$ cat config.mk
export PLATFORM = sky130hd
export DESIGN_NAME = pipe_hazard_ctrl
export DESIGN_NICKNAME = d
export VERILOG_FILES = /design/src/rtl/pipe_hazard_ctrl.sv
export SDC_FILE = /design/constraint.sdc
export NUM_CORES = 1
export LEC_CHECK = 0
export ABC_AREA = 0
export CAP_MARGIN = 30
export CORE_ASPECT_RATIO = 1.4
export CORE_MARGIN = 2
export CORE_UTILIZATION = 45
export CTS_CLUSTER_SIZE = 14
export DETAILED_ROUTE_END_ITERATION = 8
export GPL_ROUTABILITY_DRIVEN = 0
export GPL_TIMING_DRIVEN = 0
export PLACE_DENSITY = 0.81
export SYNTH_ARGS = -nofsm -noshare
export SYNTH_HDL_FRONTEND = slang
export SYNTH_SLANG_ARGS = --single-unit
$ cat constraint.sdc
create_clock -name clk -period 2.5 [get_ports clk]
set_input_delay 0.5 -clock clk [delete_from_list [all_inputs] [get_ports clk]]
set_output_delay 0.5 -clock clk [all_outputs]
set_load 0.02 [all_outputs]
$ cat src/rtl/pipe_hazard_ctrl.sv
// Stall/flush sequencer for the 16-bit pipelined core.
// It drives the enables, flush and bubble controls of the PC, IF/ID, ID/EX and EX/MEM registers.
// It handles window-aware load-use stalls, branch squash and memory-wait freezes.
// It also keeps a saturating stall counter and a sticky memory-timeout flag.
module pipe_hazard_ctrl #(
    parameter int FLUSH_CYCLES = 2,
    parameter int MAX_MEM_WAIT = 15,
    parameter int CNT_W        = 16
) (
    input  logic             clk,
    input  logic             rst_n,
    input  logic [2:0]       id_rs,
    input  logic [2:0]       id_rt,
    input  logic             id_uses_rs,
    input  logic             id_uses_rt,
    input  logic [1:0]       id_window,
    input  logic [2:0]       ex_rd,
    input  logic             ex_memread,
    input  logic             ex_regwrite,
    input  logic [1:0]       ex_window,
    input  logic             ex_branch_taken,
    input  logic             mem_busy,
    output logic             pc_en,
    output logic             ifid_en,
    output logic             ifid_flush,
    output logic             idex_en,
    output logic             idex_bubble,
    output logic             exmem_en,
    output logic [1:0]       state,
    output logic [CNT_W-1:0] stall_count,
    output logic             mem_timeout
);

    typedef enum logic [1:0] {
        ST_RUN      = 2'd0,
        ST_FLUSH    = 2'd1,
        ST_MEM_WAIT = 2'd2,
        ST_ILLEGAL  = 2'd3
    } state_t;

    // The flush counter only ever holds FLUSH_CYCLES-1 down to 1.
    localparam int FC_W = (FLUSH_CYCLES > 1) ? $clog2(FLUSH_CYCLES) : 1;
    localparam int WC_W = (MAX_MEM_WAIT > 1) ? $clog2(MAX_MEM_WAIT + 1) : 1;
    localparam logic [FC_W-1:0] FC_INIT = FC_W'(FLUSH_CYCLES - 1);
    localparam logic [WC_W-1:0] WC_MAX  = WC_W'(MAX_MEM_WAIT);

    state_t            state_q, state_d;
    state_t            resume_q, resume_d;
    logic [FC_W-1:0]   flush_cnt_q, flush_cnt_d;
    logic [WC_W-1:0]   wait_cnt_q, wait_cnt_d;
    logic [CNT_W-1:0]  stall_count_q, stall_count_d;
    logic              mem_timeout_q, mem_timeout_d;
    logic              lu;

    // Load-use hazard only applies when both instructions share a register window.
    assign lu = ex_memread & ex_regwrite & (ex_window == id_window) &
                ((id_uses_rs & (id_rs == ex_rd)) | (id_uses_rt & (id_rt == ex_rd)));

    // Mealy pipeline controls and next-state selection. Priority: mem_busy > branch > load-use.
    always_comb begin
        pc_en         = 1'b0;
        ifid_en       = 1'b0;
        ifid_flush    = 1'b0;
        idex_en       = 1'b0;
        idex_bubble   = 1'b0;
        exmem_en      = 1'b0;
        state_d       = state_q;
        resume_d      = resume_q;
        flush_cnt_d   = flush_cnt_q;
        wait_cnt_d    = wait_cnt_q;
        mem_timeout_d = mem_timeout_q;

        case (state_q)
            ST_FLUSH: begin
                if (mem_busy) begin
                    resume_d   = ST_FLUSH;
                    wait_cnt_d = '0;
                    state_d    = ST_MEM_WAIT;
                end else begin
                    pc_en       = 1'b1;
                    ifid_en     = 1'b1;
                    ifid_flush  = 1'b1;
                    idex_en     = 1'b1;
                    idex_bubble = 1'b1;
                    exmem_en    = 1'b1;
                    flush_cnt_d = flush_cnt_q - FC_W'(1);
                    if (flush_cnt_q <= FC_W'(1)) state_d = ST_RUN;
                end
            end
            ST_MEM_WAIT: begin
                // Fully frozen, including the cycle busy drops.
                if (!mem_busy) begin
                    state_d = resume_q;
                end else begin
                    if (wait_cnt_q != WC_MAX) wait_cnt_d = wait_cnt_q + WC_W'(1);
                    if (wait_cnt_q == WC_MAX) mem_timeout_d = 1'b1;
                end
            end
            default: begin
                if (mem_busy) begin
                    resume_d   = ST_RUN;
                    wait_cnt_d = '0;
                    state_d    = ST_MEM_WAIT;
                end else if (ex_branch_taken) begin
                    pc_en       = 1'b1;
                    ifid_en     = 1'b1;
                    ifid_flush  = 1'b1;
                    idex_en     = 1'b1;
                    idex_bubble = 1'b1;
                    exmem_en    = 1'b1;
                    if (FLUSH_CYCLES > 1) begin
                        flush_cnt_d = FC_INIT;
                        state_d     = ST_FLUSH;
                    end
                end else if (lu) begin
                    idex_en     = 1'b1;
                    idex_bubble = 1'b1;
                    exmem_en    = 1'b1;
                end else begin
                    pc_en    = 1'b1;
                    ifid_en  = 1'b1;
                    idex_en  = 1'b1;
                    exmem_en = 1'b1;
                end
                // The unused encoding drives RUN outputs but only returns to RUN.
                if (state_q != ST_RUN) begin
                    state_d     = ST_RUN;
                    resume_d    = resume_q;
                    wait_cnt_d  = wait_cnt_q;
                    flush_cnt_d = flush_cnt_q;
                end
            end
        endcase

        stall_count_d = stall_count_q;
        if (!pc_en && (stall_count_q != {CNT_W{1'b1}}))
            stall_count_d = stall_count_q + CNT_W'(1);
    end

    // State, counters and sticky error register.
    always_ff @(posedge clk or negedge rst_n) begin
        if (!rst_n) begin
            state_q       <= ST_RUN;
            resume_q      <= ST_RUN;
            flush_cnt_q   <= '0;
            wait_cnt_q    <= '0;
            stall_count_q <= '0;
            mem_timeout_q <= 1'b0;
        end else begin
            state_q       <= state_d;
            resume_q      <= resume_d;
            flush_cnt_q   <= flush_cnt_d;
            wait_cnt_q    <= wait_cnt_d;
            stall_count_q <= stall_count_d;
            mem_timeout_q <= mem_timeout_d;
        end
    end

    assign state       = state_q;
    assign stall_count = stall_count_q;
    assign mem_timeout = mem_timeout_q;

endmodule
==> results of run 1 <==
[synth_stat cells, types with 3 or more instances]
cell type and count:
o2111ai_2 3, nand4_1 3, o21ai_0 5, ha_1 5, xnor2_1 20, nand3_1 5
a21oi_1 4, dfrtp_1 24, inv_1 3, nand2_1 9, nor2_1 8, o2111ai_1 5
and3_1 4, o211ai_1 3
[final cells by class]
type | count | area [um^2]
Timing Repair Buffer | 51 | 510
Clock buffer | 4 | 55.1
Fill cell | 244 | 992
Tap cell | 39 | 48.8
Inverter | 3 | 11.3
Sequential cell | 24 | 601
Buffer | 6 | 40.0
Multi-Input combinational cell | 105 | 835
[timing repair]
action,4_1_cts,5_1_grt
pin swaps,0,3
endpoints found under the setup margin,5,4
buffers inserted,5,0
resized for setup,13,9
[per-stage QoR]
stage                     setup TNS [ns]  instance area, um^2  instances
after floorplan                        0                 1460        138
after global placement             -1.05                 1960        222
after detailed placement           -1.17                 1990        223
after CTS                              0                 2090        232
after global routing             -0.0182                 2100        232
final                                  0                 2100        232
[worst reg2reg max path: stages (launching register included)]
cell and delay, ns:
dfrtp_1 0.41, buf_4 0.16, ha_1 0.26, mux2i_4 0.17
o2111ai_2 0.15, a21oi_4 0.17, buf_4 0.13, buf_4 0.14
buf_6 0.14, o2111ai_1 0.17, xnor2_1 0.16
[where the power goes]
part           internal (uW)  switching, uW
combinational            470            479
clock                    141            124
sequential               479            104
total                   1090            707
[sequential cells by signal (all words and copies together) (netlist names)]
name         flops
wait_cnt_q       4
stall_count     16
mem_timeout      1
resume_q         1
state            2
[cell families after synthesis]
logic type | synth area share, %
simple gates | 15.4
xor+xnor | 12.6
mux | 3.94
compound gates | 19.1
flops | 41.2
buf+inv | 3.52
fa+ha+maj | 4.29
[how the worst min path moves through the flow]
stage | from | to | slack, ns | cells past startpoint
after CTS | rst_n | state[0] | 0.49 | 1
after global placement | mem_timeout | mem_timeout | 0.46 | 1
after global routing | rst_n | wait_cnt_q[2] | 0.49 | 1
final | rst_n | wait_cnt_q[2] | 0.48 | 1
after detailed placement | mem_timeout | mem_timeout | 0.49 | 1
after floorplan | rst_n | mem_timeout | 0.20 | 0
[per-layer routing]
layer  part of all wire (%)  wire [um]
met1                     40       1410
met2                     56       1940
met3                    3.8        132
met4                   0.34         12
met5                      0          0
==> flow_summary.ini, run 1 <==
[yosys]
ys_seq_elements = 24
synthTopCellsByArea = dfrtp_1 (41%), xnor2_1 (12%), ha_1 (4.3%), o2111ai_2 (3.1%), o2111ai_1 (3.0%)
ys_warn_count = 0
ys.flop_type = dfrtp_1
synth.cell_area_mm2 = 0.00146
synth.avg_cell_area_um2 = 10.6
yosysTopAreaCell = dfrtp_1
yosysTopAreaCellShare_pct = 41.2
synthCells = 138
synthArstFlopShare_pct = 100
synth_seq_area_share_pct = 41.2
synth_nets = 164
synth_edf_count = 0
synth_cell_type_count = 44

[place]
dp_slack_ns = -0.492
dp_hpwl_mm = 2.67
portBuffers = 45

[drt]
drt-wirelength-per-cell_um = 15.1
drc_errors = 0
vias = 1250
drt-pass1-iter-count = 4
wl_mm = 3.49
drt_iter0_markers = 20
drtAntennaViolNets = 0
via_per_inst = 5.39

[sta]
finalSetupViolCount = 0
drv_slew = 0
fin_ws_ns = 0.0759
post-route-period-util_pct = 97.0
grt_setup_unrepaired = yes
whs_ns = 0.484
worst_pin_slew_ns = 0.324
slew_headroom_pct = 78.4
hold_viol = 0
period_minus_slack_ns = 2.42
fmax_mhz = 413
clock_skew_ns = 0.00243

[clock_network]
cts_tree = built
cts_sinks = 24
hold_buffers = 0
clkSlewWorstSetupHoldPaths_ns = 0.08
clock_latency_ns = 0.26
root_buffer = clkbuf_8
h-tree-depth = 1
cts_buffers = 3
clk_path_buf_depth = 2

[power]
totalPowerFinal_uw = 1800
irDropWorstVdd_mv = 0.963
leakagePower_uw = 0.000909
pwr_density_cell_mw_per_mm2 = 855

[layout]
area_growth_syn_to_layout_pct = 44.0
drive_gt1_share_pct = 19.7
n_antenna_cell = 0
final_net_count = 220
final_cell_mix = clkdlybuf4s50_1 (36), dfrtp_1 (24), xnor2_1 (20), nand2_1 (9), buf_4 (8)
final_common_cell = clkdlybuf4s50_1
fin_util_pct = 67.9

[worst_setup_path]
cp_max_fo = 4
endpoint_kind = output pin
crit_family = buffers and inverters
slowest_stage = dfrtp_1
ff2ff_path_depth = 10
crit_arrival_ns = 1.92
crit_top_cell = buf_4
crit_buf_inv = 3
critPathRequiredTime_ns = 2.00
crit_cells = 8
timing.rr.end = stall_count[15]
startpoint_type = flip-flop
critPathMaxStageDelay_ns = 0.41
worstSetupPathType = flip-flop to output pin
timing.critical_path.cells = buf_4, ha_1, mux2i_4, o2111ai_2, a21oi_4, nor2_2, buf_4, buf_4
reg2reg_slack_ns = 0.34
r2r_start = state[0]
crit_path_start = state[0]
endpoint = pc_en

[global_route]
grt_use_total_pct = 20.0
grt_max_degree = 22
gr-usage-met2_pct = 37.1
busiest_layer = met2
antenna_found_initial = 0
grt-ovfl-total = 0
grt_first_pass_wirelength_mm = 5.73
met1_usage_pct = 23.1
grtUsageMet3_pct = 3.96
grt_pass1_vias = 1297

[hold_path]
worstHoldPathType = input port to asynchronous set/reset pin

[die]
die_height_um = 71.4
num_rows = 24
coreArea_mm2 = 0.00309
ios = 46
die_w_um = 52.1
fp.dieArea_mm2 = 0.00372
start_util_pct = 47.2

[run_status]
outcome = complete, no violations

[flow_run]
maxCapViolations = 0
Note: power is estimated with default switching activity, not from simulation.
==> run 2, diff against run 1 <==
--- a/config.mk
+++ b/config.mk
@@ -6,7 +6,6 @@
 export NUM_CORES = 1
 export LEC_CHECK = 0
 export ABC_AREA = 0
-export CAP_MARGIN = 30
 export CORE_ASPECT_RATIO = 1.4
 export CORE_MARGIN = 2
 export CORE_UTILIZATION = 45
==> run 2 against run 1 <==
Worst hold slack better by 0.019 ns; critical path type unchanged; critical endpoint unchanged; cell area is 1.3% lower; combinational power is 0.9% higher.
==> flow_summary.ini, run 2 (same netlist as run 1, synthesis figures left out) <==
[run_status]
outcome = complete, no violations

[drt]
drt_iter0_markers = 33
drc_errors = 0
vias = 1260
drt-pass1-iter-count = 4
drtAntennaViolNets = 0
drt-wirelength-per-cell_um = 14.9
wl_mm = 3.43
via_per_inst = 5.48

[sta]
fmax_mhz = 414
slew_headroom_pct = 25.6
finalSetupViolCount = 0
worst_pin_slew_ns = 1.11
grt_setup_unrepaired = no
drv_slew = 0
clock_skew_ns = 0.00182
post-route-period-util_pct = 96.7
period_minus_slack_ns = 2.42
setup_tns_ns = 0
hold_viol = 0

[power]
irDropWorstVdd_mv = 0.949
totalPowerFinal_uw = 1800
pwr_density_cell_mw_per_mm2 = 866
leakagePower_uw = 0.000878

[worst_setup_path]
critPathRequiredTime_ns = 2.00
cp_max_fo = 4
endpoint_kind = output pin
startpoint_type = flip-flop
crit_arrival_ns = 1.92
worstSetupPathType = flip-flop to output pin

[global_route]
gr-usage-met2_pct = 34.9
grt-ovfl-total = 0
grtUsageMet3_pct = 3.13
grt_max_degree = 25
grt_pass1_vias = 1241
grt_use_total_pct = 18.8
grt_first_pass_wirelength_mm = 5.35
busiest_layer = met2
met1_usage_pct = 21.3
antenna_found_initial = 0

[clock_network]
h-tree-depth = 1
clkSlewWorstSetupHoldPaths_ns = 0.08
root_buffer = clkbuf_8
cts_sinks = 24
hold_buffers = 0
cts_buffers = 3
cts_tree = built
clock_latency_ns = 0.26
clk_path_buf_depth = 2

[layout]
drive_gt1_share_pct = 18.3
fill_cells = 253
final_cell_count_no_fill = 230
final_net_count = 218
final_cell_mix = clkdlybuf4s50_1 (39), dfrtp_1 (24), xnor2_1 (20), nand2_1 (9), nor2_1 (7)
final_common_cell = clkdlybuf4s50_1
area_growth_syn_to_layout_pct = 42.2
largest_register_ffs = 16
n_antenna_cell = 0

[die]
die_height_um = 71.4
coreArea_mm2 = 0.00309
ios = 46
start_util_pct = 47.2
die_w_um = 52.1
num_rows = 24
fp.dieArea_mm2 = 0.00372

[place]
dp.cells = 222
portBuffers = 45
dp_hpwl_mm = 2.59

[flow_run]
maxCapViolations = 0

[hold_path]
worstHoldPathType = flip-flop to flip-flop
[run 2: metal layers]
| metal | routed length, um | part of all wire (%) | vias to the layer above |
|---|---|---|---|
| met5 | 0 | 0 | - |
| met1 | 1390 | 41 | 612 |
| met3 | 138 | 4.0 | 7 |
| li1 | - | - | 609 |
| met2 | 1850 | 54 | 32 |
| met4 | 47 | 1.4 | 0 |
[run 2: critical path: stages (launching register included)]
cell and delay, ns:
dfrtp_1 0.35, inv_1 0.08, ha_4 0.31, mux2i_4 0.25
o2111ai_2 0.18, a21oi_4 0.19, nor2_4 0.06, buf_6 0.11
buf_6 0.12
[run 2: final timing paths]
check	from	to	slack, ns	cells past startpoint
setup / recovery	state[0]	pc_en	0.08	8
hold / removal	mem_timeout	mem_timeout	0.50	1
setup reg to reg	state[0]	stall_count[15]	0.27	10
hold reg to reg	mem_timeout	mem_timeout	0.50	1
max in group asynchronous	rst_n	wait_cnt_q[1]	1.01	1
min in group asynchronous	rst_n	state[0]	0.83	1
[run 2: final cells by class]
class / instances / area [um^2] / share of cell area (%)
inverter: 3 / 11.3 / 0.543
multi-input combinational: 105 / 840 / 40.5
buffer: 6 / 43.8 / 2.11
sequential: 24 / 601 / 29.0
tap: 39 / 48.8 / 2.35
clock buffer: 4 / 55.1 / 2.65
timing repair buffer: 49 / 475 / 22.9
[run 2: through the flow]
| stage | setup WS (ns) | utilization, % | cell area (um^2) | hold WS, ns |
|---|---|---|---|---|
| 4_1_cts | -0.0283 | 66.9 | 2070 | 0.507 |
| 3_3_place_gp | -0.458 | 63.3 | 1960 | 0.460 |
| 2_1_floorplan | 0.0213 | - | 1460 | 0.204 |
| 5_1_grt | 0.00518 | 67.1 | 2070 | 0.515 |
| 3_5_place_dp | -0.492 | 63.3 | 1960 | 0.487 |
| 6_report | 0.0823 | 67.1 | 2070 | 0.503 |
[run 2: report_power, final]
part	switching (uW)	internal (uW)
registers	98.0	479
clock network	121	141
logic	485	472
total	704	1090
[run 2: timing repair]
| item | in CTS | in global routing |
|---|---|---|
| resized for setup | 12 | 10 |
| buffers inserted | 4 | 0 |
| endpoints found under the setup margin | 5 | 5 |
| pin swaps | 0 | 4 |
